$ cat config.mk
export PLATFORM = sky130hd
export DESIGN_NAME = mul_div_seq_flat
export DESIGN_NICKNAME = d
export VERILOG_FILES = /design/src/rtl/mul_div_seq_if.sv /design/src/rtl/mul_div_seq.sv /design/src/flat_wrapper.sv
export SDC_FILE = /design/constraint.sdc
export NUM_CORES = 1
export LEC_CHECK = 0
export ABC_AREA = 1
export CAP_MARGIN = 20
export CORE_MARGIN = 1.5
export CORE_UTILIZATION = 30
export CTS_CLUSTER_SIZE = 8
export DETAILED_ROUTE_END_ITERATION = 7
export DONT_BUFFER_PORTS = 1
export PLACE_DENSITY = 0.57
export SETUP_SLACK_MARGIN = 0.1
export SLEW_MARGIN = 20
export SYNTH_ARGS = -nofsm -noshare
export SYNTH_HDL_FRONTEND = slang
export SYNTH_SLANG_ARGS = --single-unit
$ cat constraint.sdc
create_clock -name clk -period 2.3 [get_ports clk]
set_clock_uncertainty 0.15 [all_clocks]
set_input_delay 0.69 -clock clk [delete_from_list [all_inputs] [get_ports clk]]
set_output_delay 0.69 -clock clk [all_outputs]
set_load 0.02 [all_outputs]
$ cat src/rtl/mul_div_seq_if.sv
// Request/result bundle between the EX-stage control and the multiply/divide sequencer.
// master = CPU side issuing operations, slave = sequencer.
interface mul_div_seq_if #(
    parameter int unsigned WIDTH = 32
);
    logic             start;
    logic             op;
    logic [WIDTH-1:0] opa;
    logic [WIDTH-1:0] opb;
    logic             busy;
    logic             done;
    logic [WIDTH-1:0] res_hi;
    logic [WIDTH-1:0] res_lo;

    modport master (
        output start, op, opa, opb,
        input  busy, done, res_hi, res_lo
    );

    modport slave (
        input  start, op, opa, opb,
        output busy, done, res_hi, res_lo
    );
endinterface

$ cat src/rtl/mul_div_seq.sv
// Multi-cycle unsigned shift-add multiplier / restoring divider that borrows the
// datapath's external adder for one add or subtract per iteration.
module mul_div_seq #(
    parameter int unsigned WIDTH = 32,
    parameter int unsigned CNT_W = 6
) (
    input  logic             clk,
    input  logic             rst_n,
    mul_div_seq_if.slave     bus,
    output logic [WIDTH-1:0] add_a_o,
    output logic [WIDTH-1:0] add_b_o,
    output logic             add_cin_o,
    input  logic [WIDTH-1:0] add_sum_i,
    input  logic             add_cout_i
);

    typedef enum logic [1:0] {
        S_IDLE = 2'd0,
        S_MUL  = 2'd1,
        S_DIV  = 2'd2,
        S_DONE = 2'd3
    } state_t;

    localparam logic [CNT_W-1:0] LAST_CNT = CNT_W'(WIDTH - 1);

    state_t           state_q, state_d;
    logic [WIDTH-1:0] hi_q, hi_d;
    logic [WIDTH-1:0] lo_q, lo_d;
    logic [WIDTH-1:0] m_q, m_d;
    logic [CNT_W-1:0] count_q, count_d;
    logic [WIDTH-1:0] res_hi_q, res_hi_d;
    logic [WIDTH-1:0] res_lo_q, res_lo_d;
    logic [WIDTH-1:0] trial;

    always_ff @(posedge clk) begin
        if (!rst_n) begin
            state_q  <= S_IDLE;
            hi_q     <= '0;
            lo_q     <= '0;
            m_q      <= '0;
            count_q  <= '0;
            res_hi_q <= '0;
            res_lo_q <= '0;
        end else begin
            state_q  <= state_d;
            hi_q     <= hi_d;
            lo_q     <= lo_d;
            m_q      <= m_d;
            count_q  <= count_d;
            res_hi_q <= res_hi_d;
            res_lo_q <= res_lo_d;
        end
    end

    always_comb begin
        state_d   = state_q;
        hi_d      = hi_q;
        lo_d      = lo_q;
        m_d       = m_q;
        count_d   = count_q;
        res_hi_d  = res_hi_q;
        res_lo_d  = res_lo_q;
        add_a_o   = '0;
        add_b_o   = '0;
        add_cin_o = 1'b0;
        // Partial remainder shifted left with the next dividend bit brought in
        trial     = {hi_q[WIDTH-2:0], lo_q[WIDTH-1]};

        case (state_q)
            S_IDLE: begin
                if (bus.start) begin
                    m_d     = bus.opb;
                    count_d = '0;
                    hi_d    = '0;
                    lo_d    = bus.opa;
                    if (!bus.op) begin
                        state_d = S_MUL;
                    end else if (bus.opb != '0) begin
                        state_d = S_DIV;
                    end else begin
                        state_d  = S_DONE;
                        res_hi_d = bus.opa;
                        res_lo_d = '1;
                    end
                end
            end
            S_MUL: begin
                add_a_o = hi_q;
                add_b_o = lo_q[0] ? m_q : '0;
                {hi_d, lo_d} = {add_cout_i, add_sum_i, lo_q[WIDTH-1:1]};
                count_d = count_q + CNT_W'(1);
                if (count_q == LAST_CNT) begin
                    state_d  = S_DONE;
                    res_hi_d = hi_d;
                    res_lo_d = lo_d;
                end
            end
            S_DIV: begin
                add_a_o   = trial;
                add_b_o   = ~m_q;
                add_cin_o = 1'b1;
                // Carry-out set means trial >= M: keep the difference, quotient bit 1
                if (add_cout_i) begin
                    hi_d = add_sum_i;
                    lo_d = {lo_q[WIDTH-2:0], 1'b1};
                end else begin
                    hi_d = trial;
                    lo_d = {lo_q[WIDTH-2:0], 1'b0};
                end
                count_d = count_q + CNT_W'(1);
                if (count_q == LAST_CNT) begin
                    state_d  = S_DONE;
                    res_hi_d = hi_d;
                    res_lo_d = lo_d;
                end
            end
            S_DONE: begin
                state_d = S_IDLE;
            end
            default: begin
                state_d = S_IDLE;
            end
        endcase
    end

    assign bus.busy   = (state_q != S_IDLE);
    assign bus.done   = (state_q == S_DONE);
    assign bus.res_hi = res_hi_q;
    assign bus.res_lo = res_lo_q;

endmodule
$ cat src/flat_wrapper.sv
// flat-port wrapper written by rule: the top's interface ports become plain ports
module mul_div_seq_flat 
#(
    parameter int unsigned WIDTH = 32,
    parameter int unsigned CNT_W = 6
)
  (clk, rst_n, add_a_o, add_b_o, add_cin_o, add_sum_i, add_cout_i, bus_start, bus_op, bus_opa, bus_opb, bus_busy, bus_done, bus_res_hi, bus_res_lo);
  mul_div_seq_if #(.WIDTH(WIDTH)) bus_i ();
  input  logic clk;
  input  logic rst_n;
  output logic [WIDTH-1:0] add_a_o;
  output logic [WIDTH-1:0] add_b_o;
  output logic add_cin_o;
  input  logic [WIDTH-1:0] add_sum_i;
  input  logic add_cout_i;
  input wire logic [$bits(bus_i.start)-1:0] bus_start;
  input wire logic [$bits(bus_i.op)-1:0] bus_op;
  input wire logic [$bits(bus_i.opa)-1:0] bus_opa;
  input wire logic [$bits(bus_i.opb)-1:0] bus_opb;
  output wire logic [$bits(bus_i.busy)-1:0] bus_busy;
  output wire logic [$bits(bus_i.done)-1:0] bus_done;
  output wire logic [$bits(bus_i.res_hi)-1:0] bus_res_hi;
  output wire logic [$bits(bus_i.res_lo)-1:0] bus_res_lo;
  assign bus_i.start = bus_start;
  assign bus_i.op = bus_op;
  assign bus_i.opa = bus_opa;
  assign bus_i.opb = bus_opb;
  assign bus_busy = bus_i.busy;
  assign bus_done = bus_i.done;
  assign bus_res_hi = bus_i.res_hi;
  assign bus_res_lo = bus_i.res_lo;
  mul_div_seq #(.WIDTH(WIDTH), .CNT_W(CNT_W)) u_core (.clk(clk), .rst_n(rst_n), .bus(bus_i), .add_a_o(add_a_o), .add_b_o(add_b_o), .add_cin_o(add_cin_o), .add_sum_i(add_sum_i), .add_cout_i(add_cout_i));
endmodule
==> flow_metrics.tcl, run 1 <==
set metrics [dict create \
    path_max_fanout 8 \
    cp_slowest_cell "dfxtp_4" \
    wl_mm 36.4 \
    min_from "rst_n" \
    ys_types 26 \
    fmax_mhz 385 \
    cts_buffers 17 \
    end_kind "primary output" \
    grt_pass1_wl_mm 48.1 \
    drc_errors 0 \
    core_area_um2 28900 \
    rows 62 \
    place.gp.congestion 0.849 \
    rsz0062_at_grt "yes" \
    clk_pin_slew_worst_paths_ps 70 \
    clock_latency_ps 440 \
    netlist_instances 1385 \
    fin_crit_ps 2600 \
    synth-edff-count 0 \
    diodes 0 \
    fin_cells 1844 \
    r2r_cells 16 \
    cts_max_level 4 \
    final_design_area_no_fill_um2 13900 \
    drt_iter0_drc 923 \
    cellPowerDensity_nw_per_um2 1760 \
    synth-async-reset-ratio_pct 0 \
    fin_setup_tns_ps -18350 \
    cts-root-buf "clkbuf_16" \
    min_to "u_core.m_q[7]" \
    finalCritPeriodShare_pct 113 \
    tightest_slew_ps 442 \
    syn_nets 1491 \
    cp.arrival_ps 1760 \
    die_w_um 175 \
    ant_nets 0 \
    synth-seq-cells 168 \
    die_h_um 175 \
    hpwlAfterDp_mm 21.9 \
    vias 9740 \
    syn_avg_cell_area_um2 6.43 \
    num_io_pins 232 \
    rrSetupSlack_ps -140 \
    yosys_warnings 0 \
    setup_slack_ps -300 \
    hp-class "in -> reg" \
    r2r_start "u_core.state_q[1]" \
    p_leak_nw 5.21 \
    port_buffers 0 \
    grt_antenna_before_repair 0 \
    routedWlPerCell_um 19.7 \
    clk_path_buf_depth 2 \
    startpoint_type "register" \
    slew_viol_final 0 \
    status "finished, violations left" \
    cp_cell_sequence "buf_6 > ha_4 > buf_12 > clkbuf_16 > o21ai_2 > a21oi_4" \
    finalNetCount 1553 \
    slowest_delay_ps 370 \
    hold_violations 0 \
    rr_endpoint "u_core.bus.res_hi[0]" \
    vias_per_cell 5.28 \
    dp_cells 1709 \
    n_fill_cell 2760 \
    drive_above_1_share_pct 38.0 \
    grt_max_degree 164 \
    cts_sinks 168 \
    grt_pass1_vias 8217 \
    drt_first_pass_iters 5 \
    cts_tree "built" \
    fin_hold_ws_ps 248 \
    worstHoldPathCells 2 \
    synth_ff_type "dfxtp_1" \
    path_class "reg -> out" \
    setup_viol 86 \
    slew_headroom_pct 70.2 \
    violations "negative setup slack" \
    grt_use_total_pct 20.3 \
    placed_area_um2 10300 \
    worst-endpoint-required_ps 1460 \
    fin_util_pct 48.0 \
    ir_drop_uv 885 \
    seq_area_frac_synth_pct 37.8 \
    syn_to_final_growth_pct 56.1 \
    initial_core_util_pct 30.8 \
    fp.dieArea_um2 30700 \
    max_cap_viol_count 0 \
    mappedNetlistArea_um2 8910 \
    gr-total-overflow 0 \
]
[cells in the final DEF (no fill, tap or decap), drive strengths merged]
| cell | n |
|---|---|
| nor3b | 1 |
| a211oi | 2 |
| clkbuf | 37 |
| clkinvlp | 2 |
| dfxtp | 168 |
| buf | 140 |
| clkinv | 5 |
| inv | 94 |
| a22oi | 1 |
| o22ai | 11 |
| nor2 | 200 |
| a21oi | 263 |
| and3 | 1 |
| nor3 | 4 |
| nand2 | 254 |
| nand3 | 83 |
| ha | 5 |
| o21ai | 184 |
| bufinv | 4 |
| a21boi | 1 |
[routing by layer]
| layer | global-route usage [%] | share of wire [%] | vias to the layer above |
|---|---|---|---|
| met4 | 6.48 | 1.9 | 0 |
| met2 | 27.8 | 44 | 331 |
| met3 | 6.82 | 8.8 | 28 |
| met1 | 29.4 | 45 | 4658 |
| met5 | 0 | 0 | - |
| li1 | - | - | 4723 |
[synth_stat cells, types with 2 or more instances]
cell      number  area (um2)
buf_1         20        75.1
nand2_1      253         950
buf_2         25         125
dfxtp_1      168        3360
clkbuf_1      51         191
a21oi_1      253        1270
inv_1         88         330
nor2_1       200         751
nand3_1       83         415
ha_1           5        62.6
inv_2          2        7.51
o22ai_1       11        68.8
o21ai_0      184         921
buf_4          7        52.6
a21oi_2       10        87.6
buf_6         12         135
nor3_1         3        15.0
a211oi_1       2        15.0
[state kept, by name (all words and copies together), names as in the netlist]
signal and count:
u_core.bus.res_hi 32, u_core.state_q 2, u_core.hi_q 32, u_core.lo_q 32
u_core.bus.res_lo 32, u_core.m_q 32, u_core.count_q 6
[cell families (layout without fill, tap and decap cells)]
logic type / count (synthesis) / after routing / synth area share (%)
AND/OR/NAND/NOR: 543 / 543 / 24.3
AO/OA/AOI/OAI: 462 / 462 / 26.7
buffers and inverters: 207 / 282 / 10.5
flip-flops: 168 / 168 / 37.8
adder cells (fa/ha/maj): 5 / 5 / 0.702
[worst max-delay path by stage]
stage | startpoint | end | slack, ps | depth (start not counted)
floorplan | u_core.state_q[0] | add_b_o[11] | 80 | 8
global placement | bus_opb[27] | u_core.bus.res_lo[29] | -20 | 11
detailed placement | bus_opb[27] | u_core.bus.res_hi[13] | -40 | 11
CTS | u_core.state_q[0] | add_b_o[25] | -310 | 6
global route | u_core.state_q[1] | add_b_o[22] | -350 | 6
finish | u_core.state_q[1] | add_b_o[23] | -300 | 6
[critical path, delay by kind of cell, from the launching register on]
family          cells  cell delay [ps]
compound gates      2              280
fa+ha+maj           1              220
buf+inv             3              450
flops               1              370
[cell type report]
class	instances	area [um2]	share of cell area, %
Tap cell	384	480	3.46
Clock buffer	18	439	3.16
Inverter	91	357	2.57
Timing Repair Buffer	159	2300	16.5
Multi-Input combinational cell	1010	6760	48.6
Clock inverter	14	196	1.41
Sequential cell	168	3370	24.2
[metrics by stage]
| stage | setup WS [ps] | power (mW) |
|---|---|---|
| 2_1_floorplan | 77.7 | 13.2 |
| 5_1_grt | -349 | 25.7 |
| 3_5_place_dp | -37.5 | 15.3 |
| 6_report | -300 | 24.4 |
| 3_3_place_gp | -18.2 | 15.2 |
| 4_1_cts | -306 | 19.9 |
[timing repair]
action,in CTS,in global routing
hold buffers,0,0
setup buffers,35,41
setup endpoints to repair,70,186
hold endpoints to repair,0,0
gates cloned,4,27
gates resized for setup,59,401
pin swaps,26,183
[power by group]
part           internal, mW  leakage, nW  switching, mW  total [mW]
Clock                  1.86        0.309           1.29        3.15
Combinational          6.55         3.52           8.55        15.1
Sequential             4.15         1.39           2.02        6.16
(Power assumes the default switching activity.)
==> inputs of run 2 (changes only) <==
--- a/config.mk
+++ b/config.mk
@@ -9,7 +9,7 @@
 export CAP_MARGIN = 20
 export CORE_MARGIN = 1.5
 export CORE_UTILIZATION = 30
-export CTS_CLUSTER_SIZE = 8
+export CTS_CLUSTER_SIZE = 10
 export DETAILED_ROUTE_END_ITERATION = 7
 export DONT_BUFFER_PORTS = 1
 export PLACE_DENSITY = 0.57
==> results of run 2 <==
No change in the layout: final DEF, timing and power equal those of run 1.
